`src/rtl/tone_sequencer.sv`:
```
// tone_sequencer: steps through a small programmable table of
// {frequency, waveform select, duration} entries and drives the CORDIC
// frequency/waveform inputs plus a tone enable for the PWM stage.
// Durations count in ticks of TICK_DIV clocks; an optional muted gap
// separates steps and the sequence may loop back to entry 0.
module tone_sequencer #(
  parameter int freq_width = 12,
  parameter int DEPTH      = 8,
  parameter int ADDR_W     = 3,
  parameter int DUR_WIDTH  = 16,
  parameter int TICK_DIV   = 131072,
  parameter int GAP_TICKS  = 1
) (
  input  logic                  clock,
  input  logic                  resetn,
  input  logic                  wr_en,
  input  logic [ADDR_W-1:0]     wr_addr,
  input  logic [freq_width-1:0] wr_freq,
  input  logic                  wr_sel,
  input  logic [DUR_WIDTH-1:0]  wr_dur,
  input  logic [ADDR_W-1:0]     last_addr,
  input  logic                  loop,
  input  logic                  start,
  input  logic                  stop,
  output logic [freq_width-1:0] freq,
  output logic                  waveform_sel,
  output logic                  tone_en,
  output logic                  busy,
  output logic [ADDR_W-1:0]     step,
  output logic                  done
);

  localparam int PW = (TICK_DIV > 2) ? $clog2(TICK_DIV) : 1;
  localparam logic [PW-1:0] PRESC_MAX = PW'(TICK_DIV - 1);

  typedef enum logic [1:0] {IDLE, FETCH, PLAY, GAP} state_t;

  state_t                  r_state, w_state_nxt;
  logic [freq_width-1:0]   r_tf [DEPTH];
  logic                    r_ts [DEPTH];
  logic [DUR_WIDTH-1:0]    r_td [DEPTH];
  logic [freq_width-1:0]   r_freq, w_freq_nxt;
  logic                    r_sel, w_sel_nxt;
  logic [ADDR_W-1:0]       r_step, w_step_nxt;
  logic                    r_done, w_done_nxt;
  logic [PW-1:0]           r_presc, w_presc_nxt;
  logic [DUR_WIDTH-1:0]    r_dur, w_dur_nxt;
  logic                    w_tick, w_adv, w_byp;
  logic [freq_width-1:0]   w_rd_freq;
  logic                    w_rd_sel;
  logic [DUR_WIDTH-1:0]    w_rd_dur;

  // Table read with write bypass so a write landing in the FETCH cycle is seen
  assign w_byp     = wr_en && (wr_addr == r_step);
  assign w_rd_freq = w_byp ? wr_freq : r_tf[r_step];
  assign w_rd_sel  = w_byp ? wr_sel  : r_ts[r_step];
  assign w_rd_dur  = w_byp ? wr_dur  : r_td[r_step];
  assign w_tick    = (r_presc == PRESC_MAX);

  // Step table storage; writes accepted in any state
  always_ff @(posedge clock or negedge resetn) begin
    if (!resetn) begin
      for (int i = 0; i < DEPTH; i++) begin
        r_tf[i] <= '0;
        r_ts[i] <= 1'b0;
        r_td[i] <= '0;
      end
    end else if (wr_en) begin
      r_tf[wr_addr] <= wr_freq;
      r_ts[wr_addr] <= wr_sel;
      r_td[wr_addr] <= wr_dur;
    end
  end

  // State and datapath registers
  always_ff @(posedge clock or negedge resetn) begin
    if (!resetn) begin
      r_state <= IDLE;
      r_freq  <= '0;
      r_sel   <= 1'b0;
      r_step  <= '0;
      r_done  <= 1'b0;
      r_presc <= '0;
      r_dur   <= '0;
    end else begin
      r_state <= w_state_nxt;
      r_freq  <= w_freq_nxt;
      r_sel   <= w_sel_nxt;
      r_step  <= w_step_nxt;
      r_done  <= w_done_nxt;
      r_presc <= w_presc_nxt;
      r_dur   <= w_dur_nxt;
    end
  end

  // Next-state logic; stop overrides everything and leaves freq/sel/step held
  always_comb begin
    w_state_nxt = r_state;
    w_freq_nxt  = r_freq;
    w_sel_nxt   = r_sel;
    w_step_nxt  = r_step;
    w_done_nxt  = 1'b0;
    w_presc_nxt = r_presc;
    w_dur_nxt   = r_dur;
    w_adv       = 1'b0;
    if (stop) begin
      w_state_nxt = IDLE;
    end else begin
      case (r_state)
        IDLE: begin
          if (start) begin
            w_step_nxt  = '0;
            w_state_nxt = FETCH;
          end
        end
        FETCH: begin
          if (w_rd_dur == '0) begin
            w_done_nxt  = 1'b1;
            w_state_nxt = IDLE;
          end else begin
            w_freq_nxt  = w_rd_freq;
            w_sel_nxt   = w_rd_sel;
            w_dur_nxt   = w_rd_dur;
            w_presc_nxt = '0;
            w_state_nxt = PLAY;
          end
        end
        PLAY, GAP: begin
          w_presc_nxt = w_tick ? '0 : r_presc + PW'(1);
          if (w_tick) begin
            w_dur_nxt = r_dur - DUR_WIDTH'(1);
            if (r_dur == DUR_WIDTH'(1)) begin
              if (r_state == PLAY && GAP_TICKS > 0) begin
                w_dur_nxt   = DUR_WIDTH'(GAP_TICKS);
                w_state_nxt = GAP;
              end else begin
                w_adv = 1'b1;
              end
            end
          end
        end
        default: w_state_nxt = IDLE;
      endcase
      // Advance: next entry, wrap to 0 when looping, else finish
      if (w_adv) begin
        if (r_step != last_addr) begin
          w_step_nxt  = r_step + ADDR_W'(1);
          w_state_nxt = FETCH;
        end else if (loop) begin
          w_step_nxt  = '0;
          w_state_nxt = FETCH;
        end else begin
          w_done_nxt  = 1'b1;
          w_state_nxt = IDLE;
        end
      end
    end
  end

  assign freq         = r_freq;
  assign waveform_sel = r_sel;
  assign tone_en      = (r_state == PLAY);
  assign busy         = (r_state != IDLE);
  assign step         = r_step;
  assign done         = r_done;

endmodule

```
`config.mk`:
```
export PLATFORM = sky130hd
export DESIGN_NAME = tone_sequencer
export DESIGN_NICKNAME = d
export VERILOG_FILES = /design/src/rtl/tone_sequencer.sv
export SDC_FILE = /design/constraint.sdc
export NUM_CORES = 1
export LEC_CHECK = 0
export ABC_CLOCK_PERIOD_IN_PS = 4050
export CAP_MARGIN = 10
export CORE_MARGIN = 3
export CORE_UTILIZATION = 45
export CTS_CLUSTER_DIAMETER = 50
export DETAILED_ROUTE_END_ITERATION = 12
export SKIP_CTS_REPAIR_TIMING = 1
export SLEW_MARGIN = 20
export SYNTH_ARGS = -nofsm -noshare
export SYNTH_HDL_FRONTEND = slang
export SYNTH_SLANG_ARGS = --single-unit
export TNS_END_PERCENT = 20
```
`constraint.sdc`:
```
create_clock -name clock -period 4.05 [get_ports clock]
set_input_delay 0.81 -clock clock [delete_from_list [all_inputs] [get_ports clock]]
set_output_delay 0.81 -clock clock [all_outputs]
set_load 0.02 [all_outputs]
```
### After elaboration in Yosys (flattened, before gate mapping)

Cells that the tools add are included.

| storage, ports and cells | value |
|---|---|
| RAM bits | 0 |
| input port bits | 41 |
| memory bits (read-only) | 0 |
| flip-flop bits (word level) | 284 |
| word-level logic and storage cells | 120 |
| memories kept | 0 |
| latch bits | 0 |
| output and inout port bits | 19 |

| cells by class | value |
|---|---|
| shift operators | 0 |
| reductions and logical operators | 11 |
| divide/modulo/power cells | 0 |
| add/sub/neg operators | 3 |
| $lt $le $gt $ge | 3 |
| bitwise gates (word level) | 4 |
| mux-type cells | 55 |
| multipliers | 0 |
| equality and inequality tests | 13 |

Operators by type and width:

| cell | number |
|---|---|
| 128-bit bitwise mux | 1 |
| 16-bit two-way mux | 8 |
| 96-bit bitwise mux | 1 |
| 16-bit binary-select mux with 3-bit select | 1 |
| 16-bit demux with 3-bit select | 1 |
| 12-bit two-way mux | 4 |
| 12-bit binary-select mux with 3-bit select | 1 |
| 12-bit demux with 3-bit select | 1 |
| 17-bit two-way mux | 2 |
| 17-bit one-hot mux with 2 select lines | 1 |
| 16-bit one-hot mux with 2 select lines | 1 |
| 17-bit by 1-bit adder with 17-bit output, second input constant | 1 |
| 17-bit == test, second input constant | 1 |
| 1-bit two-way mux | 17 |
| 16-bit by 1-bit == test with 1-bit output, second input constant | 1 |
| 16-bit logical NOT | 1 |
| 4-bit inequality test, second input constant | 4 |
| 16-bit by 1-bit subtractor with 16-bit output, second input constant | 1 |
| 3-bit two-way mux | 5 |
| 2-bit two-way mux | 7 |
| 8-bit bitwise mux | 1 |
| 4-bit greater-or-equal comparator, second input constant | 2 |
| 3-bit inverter with 4-bit output | 2 |
| 4-bit AND reduction | 2 |
| 16 further kinds | 22 |

### Logic depth before layout (Yosys ltp)

Gate-level depths: netlist of the first run.

| logic depth | value |
|---|---|
| depth in word-level cells | 12 |
| depth in mapped cells | 12 |
| mapped depth without buffers | 11 |

### Worst setup path after synthesis of the first run

No wires, ideal clock.

| timing path | value |
|---|---|
| kind | input -> register |
| start point | in wr_addr[1] |
| end point | reg r_dur[0] |
| arrival time | 3.056 ns |
| stages on the path | 10 |
| setup slack | 0.866 ns |
| library setup time | 0.128 ns |
| data required time | 3.922 ns |
| buffers on the path | 3 |
| cells stage by stage | clkbuf_1 -> xnor2_1 -> and4_1 -> clkbuf_1 -> mux2i_1 -> nand4bb_1 -> o41a_1 -> buf_4 -> a21oi_4 -> mux2_1 |

| between the ends | value |
|---|---|
| longest elaborated chain between the ends | 6 |
| elaborated cells between the ends (all ways) | 8 |
| those cells by class | 2 x eq/ne; 3 x mux; 3 x reduce/logical |

RTL lines:

| item | line | text |
|---|---|---|
| start, declared | 17 | `input logic [ADDR_W-1:0] wr_addr,` |
| 3-bit == test * | 54 | `assign w_byp = wr_en && (wr_addr == r_step);` |
| 1-bit logical AND * | 54 |  |
| 16-bit two-way mux * | 57 | `assign w_rd_dur = w_byp ? wr_dur : r_td[r_step];` |
| 16-bit logical NOT | 117 | `if (w_rd_dur == '0) begin` |
| 2-bit inequality test (no source line) | -- |  |
| 4-bit AND reduction (no source line) | -- |  |
| end signal, assigned | 92 | `r_dur <= w_dur_nxt;` |
| end, declared | 47 | `logic [DUR_WIDTH-1:0] r_dur, w_dur_nxt;` |

Mark *: on every way between the ends. The rest lies on a longest branch, timed or not. The select of a mux whose other input is x is not followed.
A chain may end at the register's enable or synchronous reset.

### Worst setup path after layout of the first run

| timing path | value |
|---|---|
| start point | reg r_step[0] (netlist: step[0]) |
| end point | reg r_freq[10] (netlist: freq[10]) |

| between the ends | value |
|---|---|
| longest elaborated chain between the ends | 8 |
| elaborated cells between the ends (all ways) | 14 |
| those cells by class | 1 x eq/ne; 8 x mux; 2 x bitwise; 3 x reduce/logical |

RTL lines:

| item | line | text |
|---|---|---|
| start, declared | 44 | `logic [ADDR_W-1:0] r_step, w_step_nxt;` |
| start signal, assigned | 89 | `r_step <= w_step_nxt;` |
| 3-bit inverter with 4-bit output (implied by the code) | 55, 57 |  |
| 16-bit binary-select mux with 3-bit select | 57 |  |
| 16-bit two-way mux (implied by the code) (2 in series) | 57 |  |
| 16-bit two-way mux | 57 |  |
| 16-bit logical NOT | 117 |  |
| 1-bit inverter (no source line) | -- |  |
| 3-bit AND reduction (no source line) | -- |  |
| end signal, assigned | 87 | `r_freq <= w_freq_nxt;` |
| end, declared | 42 | `logic [freq_width-1:0] r_freq, w_freq_nxt;` |

Several ways; a longest one is shown, not always the timed one. The select of a mux whose other input is x is not followed.

==> impl_metrics.ini, run 1 <==
[run_status]
status = complete, no violations

[cells_and_area]
final_util_pct = 53.64
final_nets = 1133
n_fill_cell = 2565
drive_above_1_share_pct = 36.36
n_antenna_cell = 0
area_growth_syn_to_layout_pct = 17.04
design_area_um2 = 15980

[global_routing]
grt-ovfl-total = 0
use_met3_pct = 3.169
track_usage_pct = 20.21
antenna_found_initial = 0
busiest_layer = met2
use_met2_pct = 31.84
first_global_vias = 8984
use_met1_pct = 29.79
grt_pass1_wl_mm = 52.37
grt_start_max_net_pins = 97

[pwr]
total_power_w = 0.008766
power_leakage_nw = 6.424
pwr_density_cell_nw_per_um2 = 548.4
peakVddDrop_v = 0.0003258

[place]
gp_congestion = 0.8108
numPortBuffers = 59
dpl.hpwl_mm = 20.25
dpl_cell_area_um2 = 14840

[floorplan]
die_h_um = 180.2
die_x_um = 180.2
rows = 63
die_area_um2 = 32480
initial_utilization_pct = 45.83
core_um2 = 29800
io_pins = 60

[sta]
rsz0062_at_grt = no
finalSetupViolCount = 0
skew_ns = 0.02240
hold_viol_final = 0
max_freq_mhz = 294.5
finalSetupTns_ns = 0
finalCritPeriodShare_pct = 83.85
fin_crit_ns = 3.396
slew_violations = 0
slew_headroom_pct = 37.44
tightest_slew_ns = 0.9253

[yosys]
synthSimpleGateAreaFrac_pct = 5.882
syn-num-nets = 1069
postSynthCellCount = 1023
ys_ff_latch = 284
netlist_area_um2 = 13660
postSynthAreaPerCell_um2 = 13.35
synth_compound_gate_area_share_pct = 6.386
synthArstFlopShare_pct = 100.0
synth_top_flop_cell = dfrtp_1
synth_edf_count = 0
muxShareOfSynthArea_pct = 32.06
synth_top_family_by_area = multiplexers
synth-xor-area-share_pct = 0.3848
synth.distinct_cells = 55
yosysSeqAreaShare_pct = 52.04
synthAdderAreaFrac_pct = 0.4581
yosysWarnings = 0

[critical_path]
slowest_delay_ns = 0.83
worstPathArrival_ns = 3.78
crit_top_cell = buf_4
required_ns = 4.44
path_delay_family = compound AO/OA/AOI/OAI gates
end_kind = register
crit_type = register to register
slowest_stage = dfrtp_4
startpoint = step[0]
crit_fanout = 32
r2r_start = step[0]
worst_setup_path_start_kind = register
crit_buf_inv = 2
cp_cell_sequence = buf_4 > mux2i_1 > a22oi_1 > a21oi_1 > a41oi_1 > o41a_2 > buf_4 > mux2_1
r2r_cells = 8
cp.depth = 8

[worst_hold_path]
min_path_type = primary input to async pin

[detailed_routing]
via_per_inst = 5.790
drc = 0
ant_nets = 0
vias = 8691
wl_per_cell_um = 21.78
drt_pass1_iterations = 5
drt-initial-drc-count = 572
wirelength_mm = 32.70

[clock_network]
clock_path_buffers = 3
cts_tree = done
root_buffer = clkbuf_16
cts_made_buffers = 34
htreeDepth = 2
clock_latency_ns = 0.51
clk_pin_slew_worst_paths_ns = 0.06
cts.sink_count = 284

[flow_run]
max_cap_viol_count = 0
## power by group
part / internal [W] / switching [W] / leakage (nW)
Sequential: 0.00352 / 0.000382 / 3.46
Clock: 0.00191 / 0.00119 / 0.558
Combinational: 0.000980 / 0.000788 / 2.41
Total: 0.00641 / 0.00236 / 6.42
## cell families after synthesis
logic type | after synthesis
xor gates and xnor gates | 6
DFF | 284
buffers and inverters | 87
muxes | 346
adders and majority gates | 5
AOI/OAI and AO/OA | 138
and+or+nand+nor | 157
## per-layer routing
| metal | up-vias | share of wire [%] |
|---|---|---|
| li1 | 3946 | - |
| met1 | 4520 | 48 |
| met2 | 173 | 46 |
| met3 | 52 | 3.8 |
| met4 | 0 | 2.0 |
| met5 | - | 0 |
## synth_stat cells, types with 4 or more instances
master     instances  share of area [%]
nand4b_1           4               0.26
buf_4              5               0.27
and2_1             5               0.23
mux2_1             8               0.66
a211oi_1           9               0.49
dfrtp_1          284                 52
o21ai_1            4               0.15
buf_1             14               0.38
mux2i_1           47                3.4
o22ai_1           18               0.82
nand3_1           11               0.40
o2bb2ai_1          7               0.45
a31oi_1            6               0.27
or3_1              4               0.18
nand2_1           33               0.91
ha_1               5               0.46
mux4_2            48                7.9
inv_1              8               0.22
clkbuf_1          46                1.3
a22oi_1            9               0.49
and4_1             7               0.45
nor3_1            20               0.73
xnor2_1            6               0.38
a21oi_1           33                1.2
nor2b_1            8               0.37
o21ai_0           33                1.2
nor2_1            42                1.2
nand2b_1           6               0.27
mux2_2           243                 20
buf_2              9               0.33
## worst register-to-register path: cells and delay by family (launching register included)
kind                   cells  cell delay, ns
buffers and inverters      2            0.70
AO/OA/AOI/OAI              4            1.14
flip-flops                 1            0.83
multiplexers               2            0.62
## final cells by class
type | count | area, µm² | area share (%)
Tap cell | 390 | 488.0 | 3.053
Clock inverter | 11 | 146.4 | 0.9158
Timing Repair Buffer | 107 | 1018 | 6.372
Multi-Input combinational cell | 652 | 6190 | 38.72
Clock buffer | 49 | 998.5 | 6.247
Inverter | 8 | 30.03 | 0.1879
Sequential cell | 284 | 7113 | 44.50
## sequential cells by signal (all words and copies together), names as in the netlist
signal,count
r_state,2
r_presc,17
r_dur,16
step,3
freq,12
waveform_sel,1
r_ts,8
r_tf,96
done,1
r_td,128
## final timing paths
check / endpoint / slack [ns]
max: freq[10] / 0.65
min: r_presc[5] / 0.34
max reg2reg: freq[10] / 0.65
min reg2reg: r_presc[9] / 0.47
max in group asynchronous: r_tf[92] / 2.75
min in group clock: r_presc[9] / 0.47
## metrics by stage
step	setup WS (ns)	hold slack [ns]	std cells
final	0.6539	0.3378	1501
after global routing	0.4092	0.3806	1501
after CTS	0.5995	0.3717	1501
after detailed placement	0.1776	0.4575	1441
after global placement	0.2635	0.4561	1441
after floorplan	0.8663	0.4310	1023
## layout by cell type, fill, tap and decap left out, types with 8 or more instances in the layout
master	Yosys	routed
nand3_1	11	11
mux4_2	48	48
o21ai_0	33	33
a22oi_1	9	9
a211oi_1	9	9
nor2_1	42	42
mux2i_1	47	47
nand2_1	33	33
mux2_2	243	243
mux2_1	8	8
buf_4	5	43
clkbuf_16	0	35
nor2b_1	8	8
dfrtp_1	284	281
clkdlybuf4s50_1	0	58
inv_1	8	8
o22ai_1	18	18
nor3_1	20	18
a21oi_1	33	33
Note: power is estimated with default switching activity, not from simulation.
==> inputs of run 2 (changes only) <==
--- a/config.mk
+++ b/config.mk
@@ -5,7 +5,7 @@
 export SDC_FILE = /design/constraint.sdc
 export NUM_CORES = 1
 export LEC_CHECK = 0
-export ABC_CLOCK_PERIOD_IN_PS = 4050
+export ABC_CLOCK_PERIOD_IN_PS = 3400
 export CAP_MARGIN = 10
 export CORE_MARGIN = 3
 export CORE_UTILIZATION = 45
==> constraint.sdc (replaced) <==
create_clock -name clock -period 3.4 [get_ports clock]
set_input_delay 0.68 -clock clock [delete_from_list [all_inputs] [get_ports clock]]
set_output_delay 0.68 -clock clock [all_outputs]
set_load 0.02 [all_outputs]
==> impl_metrics.ini, run 2 (synthesized netlist as in run 1, its figures left out) <==
[critical_path]
r2r_start = step[0]
end_kind = register
crit_type = register to register
worstReg2RegEnd = r_dur[15]
crit_top_cell = o22ai_1
endpoint = r_dur[15]
reg2reg_slack_ns = 0.16
crit_buf_inv = 1
required_ns = 3.78
slowest_delay_ns = 0.72
r2r_cells = 8
cp.depth = 8
worstPathArrival_ns = 3.62
crit_fanout = 22
cp_cell_sequence = mux4_2 > mux2_2 > a211oi_1 > o22ai_1 > o41a_2 > a21oi_4 > buf_4 > o22ai_1
path_delay_family = compound AO/OA/AOI/OAI gates
slowest_stage = dfrtp_4
worst_setup_path_start_kind = register
startpoint = step[0]

[clock_network]
clock_path_buffers = 3
cts_tree = done
clock_latency_ns = 0.52
htreeDepth = 2
root_buffer = clkbuf_16
cts.sink_count = 284
cts_made_buffers = 36
clk_pin_slew_worst_paths_ns = 0.06

[floorplan]
io_pins = 60
core_um2 = 29800
die_h_um = 180.2
die_x_um = 180.2
initial_utilization_pct = 45.83
die_area_um2 = 32480
rows = 63

[detailed_routing]
via_per_inst = 5.755
drt-initial-drc-count = 610
wl_per_cell_um = 21.90
ant_nets = 0
drt_pass1_iterations = 5
drc = 0
vias = 8770
wirelength_mm = 33.38

[sta]
skew_ns = 0.02258
tightest_slew_ns = 0.5022
finalSetupViolCount = 0
fin_crit_ns = 3.240
slew_violations = 0
slew_headroom_pct = 66.28
max_freq_mhz = 308.6
rsz0062_at_grt = no
hold_viol_final = 0
finalCritPeriodShare_pct = 95.30
finalSetupTns_ns = 0

[global_routing]
track_usage_pct = 20.40
grt_pass1_wl_mm = 52.94
first_global_vias = 9162
grt-ovfl-total = 0
antenna_found_initial = 0
grt_start_max_net_pins = 73

[cells_and_area]
final_util_pct = 54.91
drive_above_1_share_pct = 37.74
final_nets = 1154
top_regs = r_td: 128 flops, r_tf: 96 flops, r_presc: 17 flops
layout_common_cells = 281 x dfrtp_1, 243 x mux2_2, 58 x clkdlybuf4s50_1
n_antenna_cell = 0
largest_register_ffs = 128
layout_commonest_cell = dfrtp_1
regMostFlops = r_td
area_growth_syn_to_layout_pct = 19.80

[place]
numPortBuffers = 59
dpl.hpwl_mm = 20.42
gp_congestion = 0.8730

[pwr]
power_leakage_nw = 6.610
peakVddDrop_v = 0.0004221
pwr_density_cell_nw_per_um2 = 659.2

[run_status]
status = complete, no violations

[worst_hold_path]
min_path_type = primary input to async pin

[flow_run]
max_cap_viol_count = 0
==> run 2: cell types whose count changed in the layout (fill, tap and decap cells not counted) <==
cell        previous run  this run
clkinv_4               0         4
nor2b_1                8         7
buf_4                 43        53
clkinvlp_4             2         0
clkinv_8               0         1
inv_6                  3         1
bufinv_16              3         4
clkbuf_16             35        38
nor2b_2                0         1
clkinv_2               3         2
buf_12                 5        14
==> run 2: worst register-to-register path: cells and delay by family (launching register included) <==
| kind | cells | cell delay, ns |
|---|---|---|
| muxes | 2 | 0.90 |
| AOI/OAI and AO/OA | 5 | 1.27 |
| buffers and inverters | 1 | 0.23 |
| DFF | 1 | 0.72 |
==> run 2: area by class of cell <==
cell class | instances | area (µm²)
Fill cell | 2479 | 13440
Sequential cell | 284 | 7113
Multi-Input combinational cell | 652 | 6192
Timing Repair Buffer | 126 | 1274
Clock buffer | 52 | 1074
Tap cell | 390 | 488.0
Clock inverter | 12 | 190.2
Inverter | 8 | 30.03
==> run 2: worst min path at each step <==
stage / start / depth (start not counted) / slack (ns) / to
final: resetn / 1 / 0.09 / r_presc[4]
after floorplan: resetn / 0 / 0.38 / done
after detailed placement: r_presc[9] / 1 / 0.47 / r_presc[9]
after global routing: resetn / 1 / 0.13 / r_presc[4]
after global placement: r_presc[9] / 1 / 0.45 / r_presc[9]
after CTS: resetn / 1 / 0.11 / r_td[100]
==> run 2: metal layers <==
layer / global-route usage [%] / vias to the layer above / part of all wire, %
li1: - / 3988 / -
met1: 29.79 / 4565 / 48
met2: 32.04 / 172 / 46
met3: 3.371 / 45 / 3.9
met4: 5.281 / 0 / 2.1
met5: 0 / - / 0
==> run 2: per-stage QoR <==
step                hold WS, ns  instance area, µm²  total power, W  instances  setup slack (ns)
finish                  0.08894               16360         0.01079       1524            0.1599
global route             0.1284               16360         0.01132       1524          0.003997
CTS                      0.1083               16360         0.01090       1524            0.1753
detailed placement       0.4655               15090        0.006842       1460           -0.1650
global placement         0.4510               15090        0.006773       1460           -0.1383
floorplan                0.3844               13660        0.006049       1023            0.3012
==> run 2: power by group <==
group / internal, W / total, W / switching [W]
sequential: 0.00419 / 0.00465 / 0.000459
combinational: 0.00119 / 0.00214 / 0.000944
clock: 0.00251 / 0.00400 / 0.00149
==> inputs of run 3 (changes only) <==
--- a/config.mk
+++ b/config.mk
@@ -7,7 +7,7 @@
 export LEC_CHECK = 0
 export ABC_CLOCK_PERIOD_IN_PS = 3400
 export CAP_MARGIN = 10
-export CORE_MARGIN = 3
+export CORE_MARGIN = 4
 export CORE_UTILIZATION = 45
 export CTS_CLUSTER_DIAMETER = 50
 export DETAILED_ROUTE_END_ITERATION = 12
==> impl_metrics.ini, run 3 (synthesized netlist as in run 1, its figures left out) <==
[detailed_routing]
vias = 8820
ant_nets = 0
drc = 0
via_per_inst = 5.768
wirelength_mm = 32.66
drt-initial-drc-count = 610
wl_per_cell_um = 21.36
drt_pass1_iterations = 5

[worst_hold_path]
min_path_type = primary input to async pin

[clock_network]
htreeDepth = 2
clock_path_buffers = 3
root_buffer = clkbuf_16
cts_made_buffers = 36
cts.sink_count = 284
cts_tree = done
clock_latency_ns = 0.52
clk_pin_slew_worst_paths_ns = 0.06

[cells_and_area]
area_growth_syn_to_layout_pct = 19.22
layout_commonest_cell = dfrtp_1
layout_common_cells = 281 x dfrtp_1, 243 x mux2_2, 63 x buf_4
n_antenna_cell = 0
regMostFlops = r_td
top_regs = r_td: 128 flops, r_tf: 96 flops, r_presc: 17 flops
final_nets = 1159
largest_register_ffs = 128
drive_above_1_share_pct = 38.02

[critical_path]
slowest_delay_ns = 0.60
worstPathArrival_ns = 3.58
worst_setup_path_start_kind = register
crit_type = register to register
worstReg2RegEnd = r_dur[1]
cp_cell_sequence = buf_12 > buf_4 > mux2i_1 > a22oi_1 > o211ai_1 > nand4bb_1 > o41a_2 > a21oi_4 > mux2_1
end_kind = register
r2r_start = step[0]
r2r_cells = 9
reg2reg_slack_ns = 0.21
crit_fanout = 22
required_ns = 3.80
slowest_stage = dfrtp_4

[sta]
max_freq_mhz = 313.8
rsz0062_at_grt = no
finalSetupViolCount = 0
finalCritPeriodShare_pct = 93.74
layout_setup_ws_ns = 0.2129
hold_viol_final = 0
tightest_slew_ns = 0.8775
slew_headroom_pct = 40.67
fin_crit_ns = 3.187
skew_ns = 0.01904
slew_violations = 0

[place]
numPortBuffers = 59
gp_congestion = 0.8789
dp_slack_ns = -0.1306
dpl.hpwl_mm = 21.30

[global_routing]
grt_pass1_wl_mm = 52.84
track_usage_pct = 20.08
first_global_vias = 9144
grt-ovfl-total = 0
antenna_found_initial = 0
grt_start_max_net_pins = 79

[flow_run]
max_cap_viol_count = 0

[floorplan]
die_x_um = 182.2
io_pins = 60
die_h_um = 182.2
initial_utilization_pct = 45.83
rows = 63
core_um2 = 29800
die_area_um2 = 33200

[pwr]
total_power_w = 0.01065
peakVddDrop_v = 0.0004314
pwr_density_cell_nw_per_um2 = 654.1
power_leakage_nw = 6.588

[run_status]
status = complete, no violations
run 3: worst max path at each step:
| stage | end | slack (ns) | start |
|---|---|---|---|
| 3_3_place_gp | r_dur[0] | -0.14 | wr_dur[15] |
| 5_1_grt | r_dur[0] | 0.04 | step[0] |
| 4_1_cts | r_dur[1] | 0.19 | step[0] |
| 6_report | r_dur[1] | 0.21 | step[0] |
| 2_1_floorplan | r_dur[0] | 0.30 | step[1] |
| 3_5_place_dp | r_dur[1] | -0.13 | wr_dur[15] |
run 3: cell type report:
cell class / count / area [µm²]
clock buffers: 47 / 992.2
clock inverters: 17 / 220.2
fillers: 2512 / 13510
inverters: 8 / 30.03
multi-input cells: 652 / 6190
flip-flops and latches: 284 / 7113
well taps: 390 / 488.0
repair buffers: 131 / 1249
run 3: critical path: cells and delay by family (launching register included):
family | cells | cell delay [ns]
AND/OR/NAND/NOR | 1 | 0.19
multiplexers | 2 | 0.61
buffers and inverters | 2 | 0.55
AO/OA/AOI/OAI | 4 | 1.10
flip-flops | 1 | 0.60
run 3: power breakdown:
| group | leakage, nW | internal (W) | switching [W] |
|---|---|---|---|
| logic | 2.54 | 0.00119 | 0.000938 |
| clock network | 0.592 | 0.00238 | 0.00148 |
| registers | 3.46 | 0.00419 | 0.000471 |
| total | 6.59 | 0.00776 | 0.00289 |
run 3: stage by stage:
stage	TNS, ns	hold slack (ns)	area [µm²]	utilization [%]	cells
finish	0	0.1453	16280	54.64	1529
global route	0	0.1726	16280	54.64	1529
CTS	0	0.1699	16280	54.64	1529
detailed placement	-3.072	0.4702	15070	50.58	1465
global placement	-3.453	0.4586	15070	50.58	1465
floorplan	0	0.3844	13660	-	1023
run 3: routing by layer:
| layer | vias up | wire length, µm | global-route usage [%] | part of all wire [%] |
|---|---|---|---|---|
| met4 | 0 | 553 | 4.203 | 1.7 |
| li1 | 3999 | - | - | - |
| met1 | 4603 | 15550 | 29.46 | 48 |
| met5 | - | 0 | 0 | 0 |
| met3 | 51 | 1303 | 3.628 | 4.0 |
| met2 | 167 | 15250 | 31.66 | 47 |
